==> src/rtl/riscv_pkg.sv <==
// ---------------------------------------------------------------------------
// Module  : riscv_pkg
// Brief   : Shared types and constants for the RISC-V MMC CPU front end.
// Revision: 1.0
// ---------------------------------------------------------------------------
`default_nettype none

package riscv_pkg;

  localparam int unsigned DEFAULT_XLEN = 32;
  localparam logic [31:0] NOP_INSTR    = 32'h0000_0013;

  typedef enum logic [1:0] {
    REQ  = 2'd0,
    WAIT = 2'd1,
    HOLD = 2'd2,
    DROP = 2'd3
  } fetch_state_t;

  // Decoder PC-select encoding; the redirect source is one of the non-PLUS4 cases.
  typedef enum logic [1:0] {
    PCS_PLUS4  = 2'd0,
    PCS_BRANCH = 2'd1,
    PCS_JAL    = 2'd2,
    PCS_JALR   = 2'd3
  } pcs_t;

endpackage

`default_nettype wire

==> src/rtl/fetch_unit.sv <==
// ---------------------------------------------------------------------------
// Module  : fetch_unit
// Brief   : Single-outstanding instruction fetch stage with PC redirect/squash.
// Revision: 1.0
// ---------------------------------------------------------------------------
`default_nettype none

module fetch_unit
  import riscv_pkg::*;
#(
  parameter logic [31:0] RESET_PC = 32'h0000_0000,
  parameter int unsigned XLEN     = DEFAULT_XLEN
) (
  input  logic            clk,
  input  logic            rst_n,
  output logic            imem_req_valid,
  input  logic            imem_req_ready,
  output logic [XLEN-1:0] imem_req_addr,
  input  logic            imem_rsp_valid,
  input  logic [XLEN-1:0] imem_rsp_data,
  output logic            instr_valid,
  input  logic            instr_ready,
  output logic [XLEN-1:0] instr,
  output logic [XLEN-1:0] instr_pc,
  input  logic            redirect_valid,
  input  logic [XLEN-1:0] redirect_pc
);

  localparam logic [XLEN-1:0] RESET_PC_ALIGNED = {RESET_PC[XLEN-1:2], 2'b00};

  fetch_state_t    state_q, state_d;
  logic [XLEN-1:0] pc_q, pc_d;
  logic [XLEN-1:0] instr_q, instr_d;
  logic [XLEN-1:0] instr_pc_q, instr_pc_d;

  logic [1:0] unused_redirect_lsb;
  assign unused_redirect_lsb = redirect_pc[1:0];

  always_comb begin
    state_d    = state_q;
    pc_d       = pc_q;
    instr_d    = instr_q;
    instr_pc_d = instr_pc_q;

    unique case (state_q)
      REQ: begin
        if (imem_req_ready) state_d = WAIT;
      end
      WAIT: begin
        if (imem_rsp_valid) begin
          instr_d    = imem_rsp_data;
          instr_pc_d = pc_q;
          pc_d       = pc_q + XLEN'(4);
          state_d    = HOLD;
        end
      end
      HOLD: begin
        if (instr_ready) state_d = REQ;
      end
      DROP: begin
        if (imem_rsp_valid) state_d = REQ;
      end
      default: state_d = REQ;
    endcase

    // A redirect overrides everything above: any data landing this cycle is wrong-path.
    if (redirect_valid) begin
      pc_d       = {redirect_pc[XLEN-1:2], 2'b00};
      instr_d    = instr_q;
      instr_pc_d = instr_pc_q;
      unique case (state_q)
        REQ:     state_d = imem_req_ready ? DROP : REQ;
        WAIT:    state_d = imem_rsp_valid ? REQ : DROP;
        HOLD:    state_d = REQ;
        DROP:    state_d = imem_rsp_valid ? REQ : DROP;
        default: state_d = REQ;
      endcase
    end
  end

  always_ff @(posedge clk) begin
    if (!rst_n) begin
      state_q    <= REQ;
      pc_q       <= RESET_PC_ALIGNED;
      instr_q    <= XLEN'(NOP_INSTR);
      instr_pc_q <= RESET_PC_ALIGNED;
    end else begin
      state_q    <= state_d;
      pc_q       <= pc_d;
      instr_q    <= instr_d;
      instr_pc_q <= instr_pc_d;
    end
  end

  assign imem_req_valid = rst_n && (state_q == REQ);
  assign imem_req_addr  = pc_q;
  assign instr_valid    = (state_q == HOLD);
  assign instr          = instr_q;
  assign instr_pc       = instr_pc_q;

  // Memory must only respond while a request is outstanding.
  a_rsp_only_when_outstanding : assert property (
    @(posedge clk) disable iff (!rst_n)
    imem_rsp_valid |-> (state_q == WAIT || state_q == DROP)
  );

endmodule

`default_nettype wire

==> config.mk <==
export PLATFORM = sky130hd
export DESIGN_NAME = fetch_unit
export DESIGN_NICKNAME = d
export VERILOG_FILES = /design/src/rtl/riscv_pkg.sv /design/src/rtl/fetch_unit.sv
export SDC_FILE = /design/constraint.sdc
export NUM_CORES = 1
export LEC_CHECK = 0
export ABC_AREA = 1
export ABC_CLOCK_PERIOD_IN_PS = 2100
export BUFFER_PORTS_ARGS = -buffer_cell sky130_fd_sc_hd__buf_2
export CAP_MARGIN = 40
export CORE_MARGIN = 2
export CORE_UTILIZATION = 51
export CTS_BUF_LIST = sky130_fd_sc_hd__clkbuf_4 sky130_fd_sc_hd__clkbuf_8
export DETAILED_ROUTE_END_ITERATION = 16
export GPL_TIMING_DRIVEN = 0
export MAX_ROUTING_LAYER = met4
export PLACE_DENSITY = 0.92
export SETUP_SLACK_MARGIN = 0.1
export SKIP_CTS_REPAIR_TIMING = 1
export SYNTH_ARGS = -nofsm -noshare
export SYNTH_HDL_FRONTEND = slang
export SYNTH_SLANG_ARGS = --single-unit
==> constraint.sdc <==
create_clock -name clk -period 2.1 [get_ports clk]
set_input_delay 0.315 -clock clk [delete_from_list [all_inputs] [get_ports clk]]
set_output_delay 0.315 -clock clk [all_outputs]
set_load 0.01 [all_outputs]
* Word-level counts from Yosys, hierarchy flattened
Index checks and enable logic that the tools add are counted.
** Storage, ports and cells
- Flip-flop bits (word level) :: 98
- Input port bits :: 70
- Output and inout port bits :: 98
- Word-level logic and storage cells :: 37
** Cells by class
- Add/sub/neg operators :: 1
- Eq/ne operators :: 7
- Muxes and demuxes :: 12
- Bitwise gates (word level) :: 2
- Reduce and logical (&&, ||, !) cells :: 10
** Operators with widths (count)
- 32-bit two-way mux :: 3
- 32-bit by 3-bit adder with 32-bit output (second input constant) :: 1
- 2-bit two-way mux :: 7
- 3-bit != test (second input constant) :: 3
- 2-bit case mux with 4 select lines :: 1
- 2-bit case mux with 3 select lines :: 1
- 2-bit equality test (second input constant) :: 2
- 2-bit AND reduction :: 2
- 4-bit AND reduction :: 1
- 2-bit nonzero test :: 2
- 2-bit OR reduction :: 2
- 3-bit by 1-bit != test with 1-bit output (second input constant) :: 1
- 3-bit AND reduction :: 1
- 2-bit by 1-bit equality test with 1-bit output (second input constant) :: 1
- 2-bit zero test :: 1
- 1-bit NOT :: 2
- 1-bit logical AND :: 1

* Depth between registers and ports, before layout
Gate-level depths: netlist of run 1.
- Depth after elaboration :: 4
- Gate-level depth with buffers :: 10
- Depth with buffers taken out :: 10

* Worst setup path after synthesis of run 1
Ideal clock, no wire load.
- Path kind :: register to register
- Start point :: register pc_q[2], in the netlist imem_req_addr[2]
- End point :: register pc_q[20], in the netlist imem_req_addr[20]
- Library setup time :: 0.110 ns
- Arrival time :: 1.436 ns
- Required time :: 1.990 ns
- Slack :: 0.554 ns
- Stages on the path, launching flop included :: 11
- Path buffers :: 0
- Clock period less this slack :: 1.546 ns
- Cells stage by stage :: dfxtp_1 -> ha_1 -> nand2_1 -> nor2_2 -> nand2_1 -> nor2_1 -> nand2_1 -> nand3_1 -> o211ai_1 -> nand2_1 -> inv_1
** On the way
- Word-level cells in the longest chain between the ends :: 4
** RTL lines
- from (decl) :: RTL line fetch_unit.sv:32 : logic [XLEN-1:0] pc_q, pc_d;
- from (signal assigned) :: RTL line fetch_unit.sv:89 : pc_q <= pc_d;
- 32-bit by 3-bit adder with 32-bit output :: RTL line fetch_unit.sv:53 : pc_d = pc_q + XLEN'(4);
- 32-bit two-way mux :: RTL line fetch_unit.sv:50 : if (imem_rsp_valid) begin
- 32-bit two-way mux :: RTL line fetch_unit.sv:45 : unique case (state_q)
- 32-bit two-way mux :: RTL line fetch_unit.sv:67 : if (redirect_valid) begin
No other way between the ends. The select of a mux whose other input is x is not followed.
A chain may end at the register's enable or synchronous reset.

* Worst setup path in the final report of run 1
- Start point :: register pc_q[3], in the netlist imem_req_addr[3]
- End point :: register pc_q[24], in the netlist imem_req_addr[24]
The elaborated chain is that of the path after synthesis.

==> results of run 1 <==
==> worst min-delay path: cells and delay by family <==
family	cells	cell delay (ps)
AND/OR/NAND/NOR	2	90
buffers and inverters	1	70
==> per-stage QoR <==
stage	setup slack, ps	std cells	area, sq um	power (uW)	utilization [%]
5_1_grt	113	924	5480	3870	66.3
6_report	216	924	5480	3710	66.3
3_3_place_gp	261	909	5290	2510	64.0
3_5_place_dp	240	909	5290	2520	64.0
2_1_floorplan	554	645	4360	2280	-
4_1_cts	229	924	5480	3700	66.3
==> worst max-delay path by stage <==
stage                                           endpoint  cells past startpoint                          start  slack (ps)
after global routing      imem_req_addr[24]$_SDFFE_PN0P_                      9  imem_req_addr[3]$_SDFFE_PN0P_         110
after detailed placement                  imem_req_valid                      5                          rst_n         240
after floorplan           imem_req_addr[20]$_SDFFE_PN0P_                     10  imem_req_addr[2]$_SDFFE_PN0P_         550
after CTS                                 imem_req_valid                      5                          rst_n         230
after global placement                    imem_req_valid                      5                          rst_n         260
final                     imem_req_addr[24]$_SDFFE_PN0P_                      9  imem_req_addr[3]$_SDFFE_PN0P_         220
==> cell usage after synthesis, types with 3 or more instances <==
master and number:
inv_2 4, nand4_1 5, a211oi_1 6, inv_1 53, dfxtp_1 94, o21ai_0 52, clkbuf_1 14, nor2_2 6
nor2_1 134, a21oi_1 33, buf_4 5, a31oi_1 8, o21ai_1 14, nand2_1 122, clkinv_1 3, buf_2 12
nand3_1 43, o211ai_1 5, nor3_1 10
==> cells in the final DEF (no fill, tap or decap), types with 2 or more instances in the layout <==
| master | count |
|---|---|
| buf_2 | 171 |
| nor2_1 | 134 |
| nand2_1 | 122 |
| dfxtp_1 | 94 |
| inv_1 | 53 |
| o21ai_0 | 52 |
| nand3_1 | 43 |
| a21oi_1 | 33 |
| o21ai_1 | 14 |
| clkbuf_1 | 13 |
| nor3_1 | 10 |
| clkbuf_8 | 9 |
| a31oi_1 | 8 |
| nor2_2 | 6 |
| a211oi_1 | 6 |
| nand4_1 | 5 |
| buf_4 | 5 |
| o211ai_1 | 5 |
| inv_2 | 4 |
| conb_1 | 4 |
| clkinv_1 | 3 |
| clkinv_2 | 2 |
| buf_6 | 2 |
| buf_1 | 2 |
| nand3b_1 | 2 |
| inv_6 | 2 |
==> state kept, by name, summed over array words and instances, names as in the netlist <==
name           count
instr             32
imem_req_addr     30
instr_pc          30
state_q            2
==> routing by layer <==
metal | vias to the layer above | GRT usage (%)
li1 | 2414 | -
met3 | 29 | 6.81
met4 | 0 | 11.3
met1 | 2145 | 35.8
met5 | - | -
met2 | 291 | 47.3
==> power by group through the flow <==
| stage | Sequential (uW) | Clock (uW) | Combinational [uW] |
|---|---|---|---|
| detailed placement | 1980 | 0 | 536 |
| global placement | 1980 | 0 | 529 |
| global route | 1960 | 1310 | 604 |
| floorplan | 2010 | 0 | 271 |
| finish | 1950 | 1220 | 541 |
| CTS | 1940 | 1220 | 538 |
==> final cells by class <==
| class | instances | area [sq um] | share of cell area [%] |
|---|---|---|---|
| sequential | 94 | 1880 | 34.3 |
| clock buffer | 9 | 124 | 2.26 |
| multi-input combinational | 455 | 2070 | 37.7 |
| timing repair buffer | 159 | 796 | 14.5 |
| inverter | 61 | 230 | 4.20 |
| tap | 105 | 131 | 2.40 |
| buffer | 35 | 181 | 3.31 |
| clock inverter | 6 | 68.8 | 1.26 |
==> cells by family (layout without fill, tap and decap cells) <==
family	count (synthesis)	after routing	synth area share, %
other	1	4	0.0863
flip-flops	94	94	43.3
adder cells (fa/ha/maj)	1	1	0.288
AO/OA/AOI/OAI	122	122	15.2
buffers and inverters	96	270	9.44
AND/OR/NAND/NOR	328	328	31.7
==> flow_summary.yaml, run 1 <==
synth:
  yosys.area.top_type: "dfxtp_1"
  ys_seq_area_share_pct: 43.3
  synth-edff-count: 0
  ys_ff_latch: 94
  synth_top_area_share_pct: 43.3
  synth_cell_types: 35
  synth_cells: 642
  yosysWarnings: 0
  synth_area_sq_mm: 0.00435
  ys_async_sr_fraction_pct: 0
  yosys-top-cells-area: "dfxtp_1 43%, nor2_1 12%, nand2_1 11%"
  synthFlopType: "dfxtp_1"
  avgSynthCellArea_sq_um: 6.77
route:
  vias_per_cell: 5.28
  post_drt_wl_per_cell_um: 14.7
  postRouteAntennaNets: 0
  drc: 0
  wl_met2_mm: 6.23
  met3WireLength_mm: 1.66
  routed_wl_mm: 13.6
  drt_first_iter_violations: 470
  wl_met1_mm: 5.47
  num_vias: 4879
  dr.pass1.iters: 6
  highest_layer: "met4"
clock_network:
  clkSinkCount: 94
  cts_tree: "yes"
  clock_latency_ps: 370
  ctsRootBufferMaster: "clkbuf_8"
  h-tree-depth: 3
  clockBufferDepth: 2
  numCtsBuffers: 9
  clk_pin_slew_worst_paths_ps: 100
power:
  clkPwrFrac_pct: 32.9
  power_switching_uw: 1080
  sequentialPowerShare_pct: 52.5
  p_comb_share_pct: 14.6
  irDropWorstVdd_v: 0.000306
  powerDensity_mw_per_mm2: 677
  power.leakage_uw: 0.00261
  p_int_uw: 2630
  swShare_pct: 29.0
die:
  start_util_pct: 52.6
  die-area_sq_mm: 0.00928
  chipWidth_um: 96.3
  die-height_um: 96.3
  core-area_sq_mm: 0.00826
  pin_count: 168
  rows: 33
worst_setup_path:
  crit_top_cell: "nand2_1"
  reg2reg_to: "imem_req_addr[24]$_SDFFE_PN0P_"
  worstSetupStartpointType: "register"
  cp_top_family: "simple AND/OR/NAND/NOR gates"
  ff2ff_path_depth: 9
  cpMaxStageDelayCell: "dfxtp_1"
  worstPathArrival_ps: 2170
  max_stage_delay_ps: 430
  path_buf_inv: 0
  crit_path_end_kind: "register"
  cp_cell_sequence: "ha_1 -> nand2_1 -> nor2_2 -> nand2_1 -> nor2_1 -> nand3_1 -> nand3_1 -> nand2_1 -> a21oi_1"
  reg2reg_setup_slack_ps: 220
  crit_fanout: 6
  crit_type: "reg2reg"
  crit_required_ps: 2390
  r2r_start: "imem_req_addr[3]$_SDFFE_PN0P_"
hold_path:
  hold_class: "in2reg"
  min_to: "instr[4]$_SDFFE_PN1P_"
  holdCritStartpoint: "imem_rsp_data[4]"
  worstHoldPathCells: 3
finish:
  layout-drive-gt1-share_pct: 25.6
  n_fill_cell: 728
  nNetsFinal: 886
  area_delta_synth_final_pct: 26.1
  diodes: 0
timing:
  rsz0062_at_grt: "no"
  finalCritPeriodShare_pct: 89.7
  hold_viol: 0
  tightest_slew_ps: 614
  fin_crit_ps: 1880
  fmax_mhz: 531
  whs_ps: 144
  finalSetupViolations: 0
  slew-limit-headroom_pct: 59.1
  setup_tns_ps: 0
  skew_ps: 14.6
  maxSlewViolCount: 0
placed_design:
  io_buffers: 159
  gp_congestion: 0.976
  dpl.hpwl_mm: 10.2
grt:
  grt_pass1_vias: 4184
  grt_usage_pct: 29.4
  grt_max_degree: 17
  grt-ovfl-total: 0
  antenna_found_initial: 0
  grt_pass1_wl_mm: 20.4
status:
  status: "finished, final reports clean"
job:
  max_cap_viol_count: 0
Power figures use the tool's default switching activity.
==> run 2: changes to the inputs <==
--- a/config.mk
+++ b/config.mk
@@ -5,17 +5,18 @@
 export SDC_FILE = /design/constraint.sdc
 export NUM_CORES = 1
 export LEC_CHECK = 0
-export ABC_AREA = 1
 export ABC_CLOCK_PERIOD_IN_PS = 2100
 export BUFFER_PORTS_ARGS = -buffer_cell sky130_fd_sc_hd__buf_2
 export CAP_MARGIN = 40
+export CELL_PAD_IN_SITES_DETAIL_PLACEMENT = 1
+export CELL_PAD_IN_SITES_GLOBAL_PLACEMENT = 2
 export CORE_MARGIN = 2
-export CORE_UTILIZATION = 51
+export CORE_UTILIZATION = 27
 export CTS_BUF_LIST = sky130_fd_sc_hd__clkbuf_4 sky130_fd_sc_hd__clkbuf_8
 export DETAILED_ROUTE_END_ITERATION = 16
 export GPL_TIMING_DRIVEN = 0
 export MAX_ROUTING_LAYER = met4
-export PLACE_DENSITY = 0.92
+export PLACE_DENSITY = 0.9
 export SETUP_SLACK_MARGIN = 0.1
 export SKIP_CTS_REPAIR_TIMING = 1
 export SYNTH_ARGS = -nofsm -noshare
==> flow_summary.yaml, run 2 <==
timing:
  hold_viol: 0
  tightest_slew_ps: 657
  setup_slack_ps: 132
  skew_ps: 12.2
  slew-limit-headroom_pct: 56.2
  finalSetupViolations: 0
  fin_crit_ps: 1970
  maxSlewViolCount: 0
  finalCritPeriodShare_pct: 93.7
  rsz0062_at_grt: "yes"
  fmax_mhz: 508
synth:
  synth-edff-count: 0
  ys_top_cells_by_count: "149 x nand2_1, 94 x dfxtp_1, 61 x a21oi_1, 32 x clkbuf_1, 22 x o21ai_0"
  synthMostInstantiatedCell: "nand2_1"
  yosys-top-cells-area: "dfxtp_1 45%, nand2_1 13%, a21oi_1 7.2%"
  yosys.area.top_type: "dfxtp_1"
  synth_cells: 531
  synth_cell_types: 55
  ys_seq_area_share_pct: 44.6
  synthFlopType: "dfxtp_1"
  ys_ff_latch: 94
  synth_area_sq_mm: 0.00422
  ys_async_sr_fraction_pct: 0
  synth_top_area_share_pct: 44.6
  yosysWarnings: 0
  avgSynthCellArea_sq_um: 7.94
grt:
  grt_usage_pct: 19.3
  grt_pass1_vias: 4679
  grt_pass1_wl_mm: 24.1
  grt_max_degree: 17
  grt-ovfl-total: 0
  antenna_found_initial: 0
clock_network:
  ctsRootBufferMaster: "clkbuf_8"
  clk_pin_slew_worst_paths_ps: 100
  numCtsBuffers: 9
  clockBufferDepth: 2
  clkSinkCount: 94
  h-tree-depth: 3
  clock_latency_ps: 380
  cts_tree: "yes"
placed_design:
  gp_congestion: 0.845
  preCtsSetupSlack_ps: -207
  dpl.hpwl_mm: 11.9
  dp.cells: 907
  io_buffers: 161
die:
  start_util_pct: 27.6
  rows: 45
  chipWidth_um: 129
  die-height_um: 129
  pin_count: 168
  core-area_sq_mm: 0.0153
  die-area_sq_mm: 0.0166
finish:
  nNetsFinal: 788
  largest_reg_flops: 32
  final_common_cell: "buf_2"
  layout_common_cells: "162 x buf_2, 149 x nand2_1, 75 x dfxtp_1"
  diodes: 0
  area_delta_synth_final_pct: 36.1
  instances_no_fill: 933
  layout-drive-gt1-share_pct: 34.3
worst_setup_path:
  cpMaxStageDelayCell: "or4_1"
  worstSetupStartpointType: "register"
  crit_path_end_kind: "register"
  crit_fanout: 5
  path_buf_inv: 0
  crit_required_ps: 2400
  cp_top_family: "simple AND/OR/NAND/NOR gates"
  crit_type: "reg2reg"
  cp_cell_sequence: "ha_4 -> nand4_1 -> or4_4 -> or4_1 -> a31oi_1"
  worstPathArrival_ps: 2270
  max_stage_delay_ps: 510
hold_path:
  hold_class: "in2reg"
route:
  dr.pass1.iters: 4
  drt_first_iter_violations: 221
  num_vias: 4578
  post_drt_wl_per_cell_um: 17.0
  drc: 0
  postRouteAntennaNets: 0
  vias_per_cell: 4.91
  routed_wl_mm: 15.9
status:
  status: "finished, final reports clean"
job:
  max_cap_viol_count: 0
power:
  power.leakage_uw: 0.00238
  irDropWorstVdd_v: 0.000377
  powerDensity_mw_per_mm2: 691
==> run 2: cell count changes in the layout (fill, tap and decap cells not counted), moves of 9 or more <==
cell / change
a21oi_1: +28
buf_2: -9
buf_4: +12
dfxtp_1: -19
dfxtp_2: +10
dfxtp_4: +9
inv_1: -47
nand2_1: +27
nand3_1: -27
nor2_1: -130
o21ai_0: -30
o21ai_1: -14
o31ai_1: +9
or4_1: +13
==> run 2: power breakdown <==
group          internal, uW  total [uW]  switching, uW
logic                   257         600            343
registers              1860        1970            103
clock network           710        1400            691
total                  2830        3970           1140
==> run 2: routing by layer <==
layer  track usage, %  up-vias  share of wire [%]
met5                -        -                  0
met4             6.52        0                1.6
li1                 -     2231                  -
met2             33.1      134                 50
met3             3.70       22                5.5
met1             22.6     2191                 43
==> run 2: final timing paths <==
| kind | endpoint | startpoint | slack, ps | cells past startpoint |
|---|---|---|---|---|
| hold / removal | imem_req_addr[4]$_SDFFE_PN0P_ | redirect_pc[4] | 160 | 2 |
| setup / recovery | imem_req_addr[26]$_SDFFE_PN0P_ | imem_req_addr[3]$_SDFFE_PN0P_ | 130 | 5 |
| setup reg to reg | imem_req_addr[26]$_SDFFE_PN0P_ | imem_req_addr[3]$_SDFFE_PN0P_ | 130 | 5 |
| hold reg to reg | instr[12]$_SDFFE_PN0P_ | instr[12]$_SDFFE_PN0P_ | 460 | 2 |
==> run 2: logic make-up after synthesis <==
group                      Yosys count  share of synthesized area (%)
other                                1                         0.0889
buffers and inverters               50                           5.93
and+or+nand+nor                    242                           27.6
muxes                                2                          0.534
DFF                                 94                           44.6
AOI/OAI and AO/OA                  133                           19.3
adders and majority gates            1                          0.297
xor gates and xnor gates             8                           1.66
==> run 2: final cells by class <==
| cell class | count | area (sq um) |
|---|---|---|
| fill | 1869 | 9520 |
| clock inverter | 6 | 92.6 |
| multi-input combinational | 390 | 2150 |
| timing repair buffer | 173 | 900 |
| inverter | 6 | 22.5 |
| buffer | 43 | 246 |
| sequential | 94 | 1930 |
| tap | 211 | 264 |
| clock buffer | 10 | 138 |
==> run 2: stage by stage <==
stage	power (uW)	hold slack, ps	setup TNS (ps)	cell area (sq um)	util (%)
final	3970	159	0	5740	37.6
after global routing	4170	150	0	5740	37.6
after CTS	3990	147	-1950	5550	36.4
after detailed placement	2580	448	-1850	5320	34.9
after global placement	2540	440	-33850	5300	34.7
after floorplan	2300	439	0	4230	-
